--- src/rtl/ysyx_24090012_lsu_pkg.sv ---
// Shared definitions for the load/store unit.
// Contents: RISC-V LOAD/STORE opcodes, funct3 codes, access-size codes, the LSU state
// encoding and two decode helpers used on the accept path.
package ysyx_24090012_lsu_pkg;

  localparam logic [6:0] OpLoad  = 7'b0000011;
  localparam logic [6:0] OpStore = 7'b0100011;

  // funct3 codes; stores share the low three (SB/SH/SW).
  localparam logic [2:0] F3B  = 3'b000;
  localparam logic [2:0] F3H  = 3'b001;
  localparam logic [2:0] F3W  = 3'b010;
  localparam logic [2:0] F3Bu = 3'b100;
  localparam logic [2:0] F3Hu = 3'b101;

  // Access size is funct3[1:0].
  localparam logic [1:0] SizeB = 2'b00;
  localparam logic [1:0] SizeH = 2'b01;
  localparam logic [1:0] SizeW = 2'b10;

  typedef enum logic [1:0] {
    StIdle,
    StReq,
    StResp,
    StDone
  } lsu_state_e;

  // True only for encodings that really touch memory; reserved funct3 values act as no-ops.
  function automatic logic is_mem_op(logic [6:0] op, logic [2:0] f3);
    if (op == OpLoad) return f3 inside {F3B, F3H, F3W, F3Bu, F3Hu};
    if (op == OpStore) return f3 inside {F3B, F3H, F3W};
    return 1'b0;
  endfunction

  function automatic logic misaligned(logic [1:0] size, logic [1:0] off);
    case (size)
      SizeH:   return off[0];
      SizeW:   return |off;
      default: return 1'b0;
    endcase
  endfunction

endpackage

--- src/rtl/ysyx_24090012_lsu_if.sv ---
// Data-memory bus between the LSU (master) and the memory (slave).
// req/we/addr/wdata/wstrb: request, held until gnt. gnt: request accepted.
// rvalid/rdata: response (read data or write ack), earliest one cycle after gnt.
interface ysyx_24090012_lsu_if;
  logic        req;
  logic        we;
  logic [31:0] addr;
  logic [31:0] wdata;
  logic [3:0]  wstrb;
  logic        gnt;
  logic        rvalid;
  logic [31:0] rdata;

  modport master (
    output req, we, addr, wdata, wstrb,
    input  gnt, rvalid, rdata
  );

  modport slave (
    input  req, we, addr, wdata, wstrb,
    output gnt, rvalid, rdata
  );
endinterface

--- src/rtl/ysyx_24090012_lsu_align.sv ---
// Combinational byte-lane logic for the LSU.
// off_i/funct3_i: byte offset and access type of the latched request.
// st_data_i -> st_lanes_o/st_strb_o: store data replicated to every lane plus byte enables.
// ld_word_i -> ld_data_o: selected load bytes, sign- or zero-extended.
module ysyx_24090012_lsu_align
  import ysyx_24090012_lsu_pkg::*;
(
  input  logic [1:0]  off_i,
  input  logic [2:0]  funct3_i,
  input  logic [31:0] st_data_i,
  input  logic [31:0] ld_word_i,
  output logic [31:0] st_lanes_o,
  output logic [3:0]  st_strb_o,
  output logic [31:0] ld_data_o
);

  logic [31:0] shifted;

  always_comb begin
    shifted    = ld_word_i >> {off_i, 3'b000};
    st_lanes_o = st_data_i;
    st_strb_o  = 4'b1111;
    ld_data_o  = ld_word_i;
    unique case (funct3_i[1:0])
      SizeB: begin
        st_lanes_o = {4{st_data_i[7:0]}};
        st_strb_o  = 4'b0001 << off_i;
        // funct3[2] marks the unsigned variants
        ld_data_o  = funct3_i[2] ? {24'b0, shifted[7:0]} : {{24{shifted[7]}}, shifted[7:0]};
      end
      SizeH: begin
        st_lanes_o = {2{st_data_i[15:0]}};
        st_strb_o  = 4'b0011 << off_i;
        ld_data_o  = funct3_i[2] ? {16'b0, shifted[15:0]} : {{16{shifted[15]}}, shifted[15:0]};
      end
      default: ;
    endcase
  end

endmodule

--- src/rtl/ysyx_24090012_lsu.sv ---
// Load/store unit: responder for the EXU request port, master on the data-memory bus.
// clk_i/rst_ni: clock, asynchronous active-low reset.
// mem_valid_i/mem_addr_i/mem_wdata_i/exu_inst_i/exu_reg_num_i: EXU request, held until ready.
// mem_ready_o: one-cycle completion pulse. lsu_rdata_o/lsu_err_o/lsu_inst_o/lsu_reg_num_o:
// result, error flag and pass-through, held until the next accept.
// dmem_io: data-memory master port.
module ysyx_24090012_lsu
  import ysyx_24090012_lsu_pkg::*;
#(
  parameter int unsigned TIMEOUT_CYCLES = 255
) (
  input  logic                       clk_i,
  input  logic                       rst_ni,
  input  logic                       mem_valid_i,
  input  logic [31:0]                mem_addr_i,
  input  logic [31:0]                mem_wdata_i,
  input  logic [31:0]                exu_inst_i,
  input  logic [63:0]                exu_reg_num_i,
  output logic                       mem_ready_o,
  output logic [31:0]                lsu_rdata_o,
  output logic [31:0]                lsu_inst_o,
  output logic [63:0]                lsu_reg_num_o,
  output logic                       lsu_err_o,
  ysyx_24090012_lsu_if.master        dmem_io
);

  // Counter runs 0..TIMEOUT_CYCLES-1 within one wait state.
  localparam int unsigned CntW = (TIMEOUT_CYCLES > 1) ? $clog2(TIMEOUT_CYCLES) : 1;
  localparam logic [CntW-1:0] CntLast = CntW'(TIMEOUT_CYCLES - 1);

  lsu_state_e      state_q, state_d;
  logic [31:0]     addr_q, addr_d;
  logic [31:0]     wdata_q, wdata_d;
  logic [31:0]     inst_q, inst_d;
  logic [63:0]     reg_num_q, reg_num_d;
  logic [31:0]     rdata_q, rdata_d;
  logic            err_q, err_d;
  logic [CntW-1:0] cnt_q, cnt_d;

  logic [2:0]  in_f3;
  logic        in_mem, in_misal;
  logic        is_load, is_store;
  logic [31:0] st_lanes, ld_data;
  logic [3:0]  st_strb;

  assign in_f3    = exu_inst_i[14:12];
  assign in_mem   = is_mem_op(exu_inst_i[6:0], in_f3);
  assign in_misal = misaligned(in_f3[1:0], mem_addr_i[1:0]);
  assign is_load  = (inst_q[6:0] == OpLoad);
  assign is_store = (inst_q[6:0] == OpStore);

  ysyx_24090012_lsu_align u_align (
    .off_i      (addr_q[1:0]),
    .funct3_i   (inst_q[14:12]),
    .st_data_i  (wdata_q),
    .ld_word_i  (dmem_io.rdata),
    .st_lanes_o (st_lanes),
    .st_strb_o  (st_strb),
    .ld_data_o  (ld_data)
  );

  always_comb begin
    state_d   = state_q;
    addr_d    = addr_q;
    wdata_d   = wdata_q;
    inst_d    = inst_q;
    reg_num_d = reg_num_q;
    rdata_d   = rdata_q;
    err_d     = err_q;
    cnt_d     = cnt_q;
    unique case (state_q)
      StIdle: begin
        if (mem_valid_i) begin
          addr_d    = mem_addr_i;
          wdata_d   = mem_wdata_i;
          inst_d    = exu_inst_i;
          reg_num_d = exu_reg_num_i;
          rdata_d   = '0;
          err_d     = 1'b0;
          cnt_d     = '0;
          if (!in_mem) begin
            state_d = StDone;
          end else if (in_misal) begin
            err_d   = 1'b1;
            state_d = StDone;
          end else begin
            state_d = StReq;
          end
        end
      end
      StReq: begin
        // gnt wins over the timeout and over any rvalid seen in the same cycle
        if (dmem_io.gnt) begin
          cnt_d   = '0;
          state_d = StResp;
        end else if (cnt_q == CntLast) begin
          err_d   = 1'b1;
          state_d = StDone;
        end else begin
          cnt_d = cnt_q + CntW'(1);
        end
      end
      StResp: begin
        if (dmem_io.rvalid) begin
          rdata_d = is_load ? ld_data : 32'b0;
          state_d = StDone;
        end else if (cnt_q == CntLast) begin
          err_d   = 1'b1;
          state_d = StDone;
        end else begin
          cnt_d = cnt_q + CntW'(1);
        end
      end
      StDone:  state_d = StIdle;
      default: state_d = StIdle;
    endcase
  end

  always_ff @(posedge clk_i or negedge rst_ni) begin
    if (!rst_ni) begin
      state_q   <= StIdle;
      addr_q    <= '0;
      wdata_q   <= '0;
      inst_q    <= '0;
      reg_num_q <= '0;
      rdata_q   <= '0;
      err_q     <= 1'b0;
      cnt_q     <= '0;
    end else begin
      state_q   <= state_d;
      addr_q    <= addr_d;
      wdata_q   <= wdata_d;
      inst_q    <= inst_d;
      reg_num_q <= reg_num_d;
      rdata_q   <= rdata_d;
      err_q     <= err_d;
      cnt_q     <= cnt_d;
    end
  end

  assign mem_ready_o   = (state_q == StDone);
  assign lsu_rdata_o   = rdata_q;
  assign lsu_inst_o    = inst_q;
  assign lsu_reg_num_o = reg_num_q;
  assign lsu_err_o     = err_q;

  assign dmem_io.req   = (state_q == StReq);
  assign dmem_io.we    = is_store;
  assign dmem_io.addr  = {addr_q[31:2], 2'b00};
  assign dmem_io.wdata = st_lanes;
  assign dmem_io.wstrb = is_store ? st_strb : 4'b0000;

endmodule

--- src/flat_wrapper.sv ---
// flat-port wrapper written by rule: the top's interface ports become plain ports
module ysyx_24090012_lsu_flat import ysyx_24090012_lsu_pkg::*;
#(
  parameter int unsigned TIMEOUT_CYCLES = 255
)
  (clk_i, rst_ni, mem_valid_i, mem_addr_i, mem_wdata_i, exu_inst_i, exu_reg_num_i, mem_ready_o, lsu_rdata_o, lsu_inst_o, lsu_reg_num_o, lsu_err_o, dmem_io_req, dmem_io_we, dmem_io_addr, dmem_io_wdata, dmem_io_wstrb, dmem_io_gnt, dmem_io_rvalid, dmem_io_rdata);
  ysyx_24090012_lsu_if dmem_io_i ();
  input  logic clk_i;
  input  logic rst_ni;
  input  logic mem_valid_i;
  input  logic [31:0] mem_addr_i;
  input  logic [31:0] mem_wdata_i;
  input  logic [31:0] exu_inst_i;
  input  logic [63:0] exu_reg_num_i;
  output logic mem_ready_o;
  output logic [31:0] lsu_rdata_o;
  output logic [31:0] lsu_inst_o;
  output logic [63:0] lsu_reg_num_o;
  output logic lsu_err_o;
  output wire logic [$bits(dmem_io_i.req)-1:0] dmem_io_req;
  output wire logic [$bits(dmem_io_i.we)-1:0] dmem_io_we;
  output wire logic [$bits(dmem_io_i.addr)-1:0] dmem_io_addr;
  output wire logic [$bits(dmem_io_i.wdata)-1:0] dmem_io_wdata;
  output wire logic [$bits(dmem_io_i.wstrb)-1:0] dmem_io_wstrb;
  input wire logic [$bits(dmem_io_i.gnt)-1:0] dmem_io_gnt;
  input wire logic [$bits(dmem_io_i.rvalid)-1:0] dmem_io_rvalid;
  input wire logic [$bits(dmem_io_i.rdata)-1:0] dmem_io_rdata;
  assign dmem_io_req = dmem_io_i.req;
  assign dmem_io_we = dmem_io_i.we;
  assign dmem_io_addr = dmem_io_i.addr;
  assign dmem_io_wdata = dmem_io_i.wdata;
  assign dmem_io_wstrb = dmem_io_i.wstrb;
  assign dmem_io_i.gnt = dmem_io_gnt;
  assign dmem_io_i.rvalid = dmem_io_rvalid;
  assign dmem_io_i.rdata = dmem_io_rdata;
  ysyx_24090012_lsu #(.TIMEOUT_CYCLES(TIMEOUT_CYCLES)) u_core (.clk_i(clk_i), .rst_ni(rst_ni), .mem_valid_i(mem_valid_i), .mem_addr_i(mem_addr_i), .mem_wdata_i(mem_wdata_i), .exu_inst_i(exu_inst_i), .exu_reg_num_i(exu_reg_num_i), .mem_ready_o(mem_ready_o), .lsu_rdata_o(lsu_rdata_o), .lsu_inst_o(lsu_inst_o), .lsu_reg_num_o(lsu_reg_num_o), .lsu_err_o(lsu_err_o), .dmem_io(dmem_io_i));
endmodule
--- config.mk ---
export PLATFORM = sky130hd
export DESIGN_NAME = ysyx_24090012_lsu_flat
export DESIGN_NICKNAME = d
export VERILOG_FILES = /design/src/rtl/ysyx_24090012_lsu_pkg.sv /design/src/rtl/ysyx_24090012_lsu_if.sv /design/src/rtl/ysyx_24090012_lsu_align.sv /design/src/rtl/ysyx_24090012_lsu.sv /design/src/flat_wrapper.sv
export SDC_FILE = /design/constraint.sdc
export NUM_CORES = 1
export LEC_CHECK = 0
export ABC_AREA = 1
export CAP_MARGIN = 10
export CORE_AREA = 2 2 153 155
export CTS_BUF_LIST = sky130_fd_sc_hd__clkbuf_2 sky130_fd_sc_hd__clkbuf_4 sky130_fd_sc_hd__clkbuf_8
export DETAILED_ROUTE_END_ITERATION = 6
export DIE_AREA = 0 0 155 157
export DONT_BUFFER_PORTS = 1
export GPL_TIMING_DRIVEN = 0
export PLACE_DENSITY = 0.58
export SETUP_SLACK_MARGIN = 0.05
export SLEW_MARGIN = 30
export SYNTH_ARGS = -nofsm -noshare
export SYNTH_HDL_FRONTEND = slang
export SYNTH_HIERARCHICAL = 1
export SYNTH_SLANG_ARGS = --single-unit
--- constraint.sdc ---
create_clock -name clk_i -period 4.45 [get_ports clk_i]
set_clock_uncertainty 0.05 [all_clocks]
set_input_delay 0.89 -clock clk_i [delete_from_list [all_inputs] [get_ports clk_i]]
set_output_delay 0.89 -clock clk_i [all_outputs]
set_load 0.005 [all_outputs]
==> impl_metrics.json, run 1 <==
{
  "setup_violations": 0,
  "viasPerCell": 5.32,
  "cp-start-kind": "flop",
  "die-area_mm2": 0.0243,
  "topRoutingLayerUsed": "met4",
  "syn_inst": 931,
  "hold_path.class": "in2async",
  "synth.top_cells.by_area": "dfrtp_1 52%, mux2_1 12%, nand2_1 7.6%, mux2_2 5.5%, nand3_1 3.5%",
  "clkLatencyLatePin_ps": 510,
  "finalNetCount": 1180,
  "start_util_pct": 43.6,
  "avgSynthCellArea_um2": 10.5,
  "crit_chain": "buf_2 > clkinv_1 > clkbuf_1 > o21ai_0 > inv_1 > nor2_1",
  "fin_setup_tns_ps": 0,
  "vias": 6847,
  "p_sw_share_pct": 37.4,
  "io_buffers": 0,
  "drive_gt1_share_pct": 22.9,
  "regToRegSetupSlack_ps": 2500,
  "yosysSeqAreaShare_pct": 51.8,
  "hold_viol_final": 0,
  "slew_headroom_pct": 47.9,
  "clock-sinks": 203,
  "cts_buffer_depth": 3,
  "ir_drop_mv": 0.343,
  "cts-root-buf": "clkbuf_8",
  "rsz0062_at_grt": "false",
  "finalCriticalPeriod_ps": 3220,
  "die_height_um": 157,
  "cp.required_ps": 3510,
  "num_rows": 55,
  "cts_tree": "built",
  "antenna_found_initial": 0,
  "cap_viol_max_count": 0,
  "power_frac_comb_pct": 37.0,
  "firstDrtPassIters": 6,
  "cts_setup_buffers": 0,
  "path_depth": 6,
  "slowest_stage": "dfrtp_1",
  "drt-met1-wl_um": 10100,
  "h-tree-depth": 2,
  "ctsHoldBuffers": 3,
  "io_pins": 397,
  "seqPwrFrac_pct": 40.0,
  "synthDistinctLibCells": 36,
  "ant_nets": 0,
  "fmax_mhz": 310,
  "cp_max_fo": 10,
  "crit_start": "u_core/lsu_inst_o[13]$_DFFE_PN0P_",
  "area_delta_synth_final_pct": 12.4,
  "cp_num_buf_inv": 4,
  "critPathTopFamily": "buffers and inverters",
  "dp_hpwl_um": 19700,
  "finalInstanceArea_mm2": 0.0110,
  "drt-initial-drc-count": 491,
  "arrival_ps": 2280,
  "fillers": 2090,
  "clk_pin_slew_ps": 60,
  "worst_slew_pin_slew_ps": 779,
  "overflow": 0,
  "reg2reg_to": "u_core/lsu_rdata_o[18]$_DFFE_PN0P_",
  "cts_buffers": 36,
  "drv_slew": 0,
  "grt_pass1_vias": 6972,
  "place_area_mm2": 0.0102,
  "final_core_util_pct": 49.0,
  "fin_crit_sh_pct": 72.5,
  "ys_seq_elements": 203,
  "drt-total-wl_um": 26800,
  "wl_per_cell_um": 20.9,
  "p_int_mw": 5.06,
  "syn_area_mm2": 0.00980,
  "routed-wl-met2_um": 13000,
  "cts_resized": 0,
  "met3_length_um": 3160,
  "p_leak_nw": 5.15,
  "grtUsageTotal_pct": 21.3,
  "grt_pass1_wl_um": 39900,
  "reg2regPathDepth": 10,
  "place_congestion": 0.850,
  "grt_max_degree": 111,
  "synth_area_leader_cell": "dfrtp_1",
  "drc": 0,
  "worstSetupPathType": "reg2out",
  "synth.yosys.warnings": 6,
  "switchingPower_mw": 3.02,
  "clkPwrFrac_pct": 23.0,
  "dieWidth_um": 155,
  "r2r-start": "u_core/state_q[0]$_DFFE_PN0N_",
  "status": "finished, final reports clean",
  "synth_top_area_share_pct": 51.8,
  "p_per_area_mw_per_mm2": 733,
  "endpoint_kind": "output pin",
  "core_area_mm2": 0.0225,
  "endpoint": "dmem_io_wstrb[1]",
  "cp_slowest_stage_delay_ps": 410
}
==> cells in the final DEF (no fill, tap or decap), types with 2 or more instances in the layout <==
cell | synthesis | layout
mux2_2 | 48 | 48
clkbuf_8 | 0 | 46
clkinvlp_4 | 0 | 2
o21ai_1 | 30 | 30
nor2_2 | 6 | 6
inv_2 | 5 | 5
nand2_2 | 3 | 3
buf_2 | 12 | 12
nand2_1 | 198 | 198
nand3_1 | 68 | 68
ha_1 | 10 | 10
clkinv_2 | 0 | 3
inv_1 | 47 | 47
buf_4 | 45 | 45
nor3_1 | 3 | 3
nor2_4 | 2 | 2
dfrtp_1 | 203 | 203
nand3_2 | 17 | 17
mux2_1 | 104 | 104
conb_1 | 1 | 2
nand3_4 | 2 | 2
nor2_1 | 30 | 30
clkbuf_1 | 11 | 11
a21oi_1 | 10 | 10
clkbuf_4 | 0 | 14
o211ai_1 | 8 | 8
nand2_4 | 2 | 2
buf_6 | 17 | 17
o21ai_0 | 38 | 38
==> sequential cells by signal, indices dropped and copies added (netlist names) <==
register              count
u_core/lsu_reg_num_o     64
u_core/lsu_err_o          1
u_core/lsu_rdata_o       32
u_core/cnt_q              8
u_core/state_q            2
u_core/lsu_inst_o        32
u_core/wdata_q           32
u_core/addr_q            32
==> layer usage <==
metal	track usage, %	vias to the layer above
met3	8.51	43
li1	-	3145
met2	35.9	337
met4	6.53	0
met5	0	-
met1	25.0	3322
==> cells in the mapped netlist (all sizes together) <==
library cell  number
a21boi             1
a21oi             10
a22oi              1
a31oi              1
buf               75
clkbuf            11
clkinv             1
conb               1
dfrtp            203
ha                10
inv               52
mux2             152
nand2            203
nand3             87
nand3b             1
nor2              39
nor3               3
o211ai             8
o21ai             69
o21bai             1
o31ai              1
or2                1
==> worst min path at each step <==
| stage | endpoint | slack, ps | cells past startpoint |
|---|---|---|---|
| after floorplan | u_core/cnt_q[7]$_DFFE_PN0P_ | 400 | 2 |
| after global placement | u_core/cnt_q[7]$_DFFE_PN0P_ | 420 | 2 |
| after detailed placement | u_core/cnt_q[7]$_DFFE_PN0P_ | 420 | 2 |
| after CTS | u_core/wdata_q[9]$_DFFE_PN0P_ | 2 | 0 |
| after global routing | u_core/wdata_q[6]$_DFFE_PN0P_ | 3 | 0 |
| final | u_core/wdata_q[6]$_DFFE_PN0P_ | 50 | 0 |
==> worst register-to-register path, delay by kind of cell (launching register included) <==
kind | cells | cell delay, ps
buffers and inverters | 4 | 650
adders and majority gates | 1 | 190
AOI/OAI and AO/OA | 2 | 230
and+or+nand+nor | 3 | 360
DFF | 1 | 400
==> power by group through the flow <==
stage	logic, mW	clock network (mW)	registers [mW]
2_1_floorplan	2.36	0	3.06
3_3_place_gp	2.93	0	3.25
3_5_place_dp	2.98	0	3.27
4_1_cts	3.01	1.93	3.25
5_1_grt	3.29	2.01	3.33
6_report	2.99	1.86	3.23
==> metrics by stage <==
step	hold slack [ps]	setup WS [ps]	power (mW)	cells
after detailed placement	421	1710	6.25	1217
after CTS	2.36	1130	8.18	1286
after global placement	418	1710	6.19	1217
after floorplan	399	2230	5.42	932
final	45.6	1230	8.08	1287
after global routing	2.61	1010	8.63	1286
==> cell type report <==
type,instances,area (µm²),area share (%)
clock inverter,6,60.1,0.545
sequential,203,5080,46.1
tap,285,357,3.24
inverter,53,199,1.81
clock buffer,60,738,6.70
antenna,1,2.50,0.0227
timing repair buffer,3,57.6,0.522
multi-input combinational,590,3890,35.3
buffer,86,634,5.76
==> logic make-up after synthesis <==
| family | synth area share [%] |
|---|---|
| adders and majority gates | 1.28 |
| AOI/OAI and AO/OA | 5.06 |
| DFF | 51.8 |
| other | 0.0383 |
| and+or+nand+nor | 15.8 |
| buffers and inverters | 8.50 |
| muxes | 17.5 |
(Power assumes the default switching activity.)
==> inputs of run 2 (changes only) <==
==> constraint.sdc (replaced) <==
create_clock -name clk_i -period 3.05 [get_ports clk_i]
set_clock_uncertainty 0.05 [all_clocks]
set_input_delay 0.61 -clock clk_i [delete_from_list [all_inputs] [get_ports clk_i]]
set_output_delay 0.61 -clock clk_i [all_outputs]
set_load 0.005 [all_outputs]
==> run 2 against run 1 <==
Against the previous run: the run now ends with negative hold slack left; clock-buffer cell count did not move; via count fell by 0.35%; sequential power rose by 46%; non-clock buffer count fell by 3; cell count fell by 0.23%; register-to-register slack got worse by 1400 ps; die area did not move; worst hold slack got worse by 300 ps; global-route usage fell by 0.39 points; critical path type unchanged.
==> impl_metrics.json, run 2 (synthesis results as in run 1) <==
{
  "status": "finished, violations left",
  "violations": "negative hold slack",
  "io_buffers": 0,
  "hold_ws_ps": -256,
  "num_rows": 55,
  "dp.cells": 1217,
  "drt-initial-drc-count": 459,
  "clk_pin_slew_ps": 60,
  "setup_ws_ps": 231,
  "place_area_mm2": 0.0102,
  "overflow": 0,
  "vias": 6823,
  "rsz0062_at_grt": "false",
  "io_pins": 397,
  "die_height_um": 157,
  "cts-root-buf": "clkbuf_8",
  "grtUsageTotal_pct": 20.9,
  "power.total_mw": 11.8,
  "core_area_mm2": 0.0225,
  "setup_violations": 0,
  "grt_pass1_wl_um": 39500,
  "area_delta_synth_final_pct": 11.9,
  "clock-sinks": 203,
  "drive_gt1_share_pct": 22.9,
  "largest_reg_flops": 64,
  "dp_slack_ps": 594,
  "r2r-start": "u_core/state_q[0]$_DFFE_PN0N_",
  "hold_viol_final": 203,
  "ant_nets": 0,
  "cts_buffer_depth": 3,
  "endpoint_kind": "output pin",
  "firstDrtPassIters": 7,
  "grt_max_degree": 204,
  "fmax_mhz": 355,
  "final_cell_mix": "203 x dfrtp_1, 198 x nand2_1, 104 x mux2_1",
  "finalNetCount": 1177,
  "h-tree-depth": 2,
  "cp-start-kind": "flop",
  "fillers": 2094,
  "drc": 0,
  "finalInstanceArea_mm2": 0.0110,
  "p_leak_nw": 5.12,
  "cts_tree": "built",
  "wl_per_cell_um": 20.6,
  "cts_buffers": 36,
  "arrival_ps": 2160,
  "multiInputGateArea_mm2": 0.00389,
  "dieWidth_um": 155,
  "cap_viol_max_count": 0,
  "cp.required_ps": 2390,
  "ir_drop_mv": 0.501,
  "reg2regPathDepth": 10,
  "fin_setup_tns_ps": 0,
  "p_per_area_mw_per_mm2": 1070,
  "drv_slew": 0,
  "dp_hpwl_um": 19700,
  "drt-total-wl_um": 26400,
  "die-area_mm2": 0.0243,
  "slew_headroom_pct": 57.3,
  "regToRegSetupSlack_ps": 1090,
  "fin_cells": 1284,
  "hold_path.class": "in2async",
  "antenna_found_initial": 0,
  "cp_max_fo": 10,
  "grt_pass1_vias": 6942,
  "worstSetupPathType": "reg2out",
  "start_util_pct": 43.6,
  "finalCriticalPeriod_ps": 2820,
  "fin_crit_sh_pct": 92.4,
  "clkLatencyLatePin_ps": 510,
  "worst_slew_pin_slew_ps": 640,
  "final_common_cell": "dfrtp_1",
  "place_congestion": 0.850,
  "reg2reg_to": "u_core/lsu_rdata_o[18]$_DFFE_PN0P_",
  "seq_area_mm2": 0.00508,
  "viasPerCell": 5.31
}
-- run 2: worst max path at each step --
stage	from	slack (ps)	depth (start not counted)	to
2_1_floorplan	u_core/lsu_inst_o[13]$_DFFE_PN0P_	1110	7	dmem_io_wstrb[1]
3_3_place_gp	u_core/lsu_inst_o[13]$_DFFE_PN0P_	590	6	dmem_io_wstrb[1]
3_5_place_dp	u_core/lsu_inst_o[13]$_DFFE_PN0P_	590	6	dmem_io_wstrb[3]
4_1_cts	u_core/lsu_inst_o[13]$_DFFE_PN0P_	100	6	dmem_io_wstrb[3]
5_1_grt	u_core/lsu_inst_o[13]$_DFFE_PN0P_	50	6	dmem_io_wstrb[3]
6_report	u_core/lsu_inst_o[13]$_DFFE_PN0P_	230	5	dmem_io_wdata[24]
-- run 2: repair_timing --
| item | in CTS | in global routing |
|---|---|---|
| setup buffers | 0 | 0 |
| resized for setup | 1 | 1 |
| hold endpoints to repair | 203 | 203 |
| endpoints found under the setup margin | 2 | 2 |
-- run 2: critical path: stages (launching register included) --
cell,delay (ps)
dfrtp_1,430
buf_2,240
nor2_2,190
buf_2,290
inv_2,150
o211ai_1,340
-- run 2: layout make-up --
type	instances	area share, %
well taps	285	3.25
flip-flops and latches	203	46.3
clock buffers	60	6.73
diodes	1	0.0228
plain buffers	86	5.80
inverters	53	1.85
multi-input cells	590	35.5
clock inverters	6	0.548
-- run 2: where the power goes --
group | internal [mW] | total, mW | switching [mW]
clock network | 1.61 | 2.71 | 1.10
registers | 3.84 | 4.71 | 0.873
logic | 1.93 | 4.34 | 2.41
-- run 2: stage by stage --
step                      hold WS, ps  utilization (%)
after floorplan                   264                -
after global placement            270             45.2
after detailed placement          272             45.2
after CTS                        -297             48.7
after global routing             -301             48.7
final                            -256             48.7
-- run 2: metal layers --
layer  vias up  part of all wire [%]  track usage (%)
li1       3143                     -                -
met3        40                    11             7.87
met5         -                     0                0
met4         0                   2.1             6.44
met1      3318                    38             24.6
met2       322                    49             35.5
==> RTL change: new RTL, settings of run 2 <==
The 4 states of `lsu_state_e` get a one-hot encoding in 4 bits.
--- a/src/rtl/ysyx_24090012_lsu_pkg.sv
+++ b/src/rtl/ysyx_24090012_lsu_pkg.sv
@@ -18,11 +18,11 @@
   localparam logic [1:0] SizeH = 2'b01;
   localparam logic [1:0] SizeW = 2'b10;
 
-  typedef enum logic [1:0] {
-    StIdle,
-    StReq,
-    StResp,
-    StDone
+  typedef enum logic [3:0] {
+    StIdle = 4'b0001,
+    StReq  = 4'b0010,
+    StResp = 4'b0100,
+    StDone = 4'b1000
   } lsu_state_e;
 
   // True only for encodings that really touch memory; reserved funct3 values act as no-ops.
Function: same outputs for any inputs over 4 cycles, from zero or initial values and one cycle with rst_ni low; so few cycles prove little.
==> RTL change against run 2 <==
Combinational power down 47%. Sequential cell count increased by 2. Cell area grew 5.1%. The run still ends with negative hold slack left. Power down 22%. Utilization grew 2.5 points. Worst setup slack got worse by 27 ps. Wire length up 19%. Die area stayed put. Largest cell class unchanged. Synthesized area grew 5.3%.
==> RTL change: results (changes against run 2) <==
layout:
  utilization: 0.5122  # +0.02485
  clockBufferCount: 58  # -3.3%
  inverters: 111  # +110%
  stdcell_count: 1734  # +35%
  fillers: 2201  # +5.1%
  layout-drive-gt1-share: 0.1422  # -0.08729
  clkCellAreaFrac: 0.07034  # -0.002447
  nMultiInputCombCells: 963  # +63%
  buffers: 104  # +21%
  fin_nets: 1624  # +38%
outcome:
  status: "finished with violations"
  violations: "negative hold slack"
sta:
  slew_headroom: 0.5203  # -0.05278
  holdWs_ps: -272.7  # -16.90 ps
  hold_viol: 204  # +0.49%
drt:
  routed-wl-met3_um: 3324  # +13%
  drtIter0Drc: 520  # +13%
  wl_um: 31530  # +19%
setup_path:
  worstReg2RegEnd: "u_core/lsu_inst_o[20]$_DFFE_PN0P_"
  cpLargestDelayFamily: "simple AND/OR/NAND/NOR gates"
  path_max_fanout: 4  # -6
global_route:
  grt_use_met2: 0.4406  # +0.08593
  grt_max_degree: 206  # +0.98%
synth:
  synth-xor-area-share: 0.0008485  # +0.0008485
  yosys-top-cells-count: "734 x nand2_1, 204 x dfrtp_1, 106 x inv_1, 60 x nor2_1, 55 x buf_4"
  muxShareOfSynthArea: 0  # -0.1746
  yosysSeqAreaShare: 0.4971  # -0.02123
  yosysMostFrequentCell: "nand2_1"
  synthAdderAreaFrac: 0.006061  # -0.006706
  yosys-top-cells-area: "dfrtp_1 49%, nand2_1 27%, buf_4 4.0%"
  synth-compound-area-share: 0.02655  # -0.02401
pwr:
  power.share.combinational: 0.253  # -0.116
  netSwitchingFraction: 0.3531  # -0.01938
  vdd_ir_drop_max_mv: 0.3962  # -21%
-- RTL change: how the worst max path moves through the flow --
| stage | from | endpoint | slack, ps | cells after the start |
|---|---|---|---|---|
| 6_report | u_core/lsu_inst_o[4]$_DFFE_PN0P_ | dmem_io_wstrb[0] | 200 | 4 |
| 3_3_place_gp | u_core/lsu_inst_o[4]$_DFFE_PN0P_ | dmem_io_wstrb[0] | 510 | 4 |
| 5_1_grt | u_core/lsu_inst_o[13]$_DFFE_PN0P_ | dmem_io_wstrb[3] | 80 | 7 |
| 3_5_place_dp | u_core/lsu_inst_o[4]$_DFFE_PN0P_ | dmem_io_wstrb[0] | 510 | 4 |
| 4_1_cts | u_core/lsu_inst_o[13]$_DFFE_PN0P_ | dmem_io_wstrb[3] | 80 | 6 |
| 2_1_floorplan | u_core/lsu_inst_o[13]$_DFFE_PN0P_ | dmem_io_wstrb[1] | 1110 | 7 |
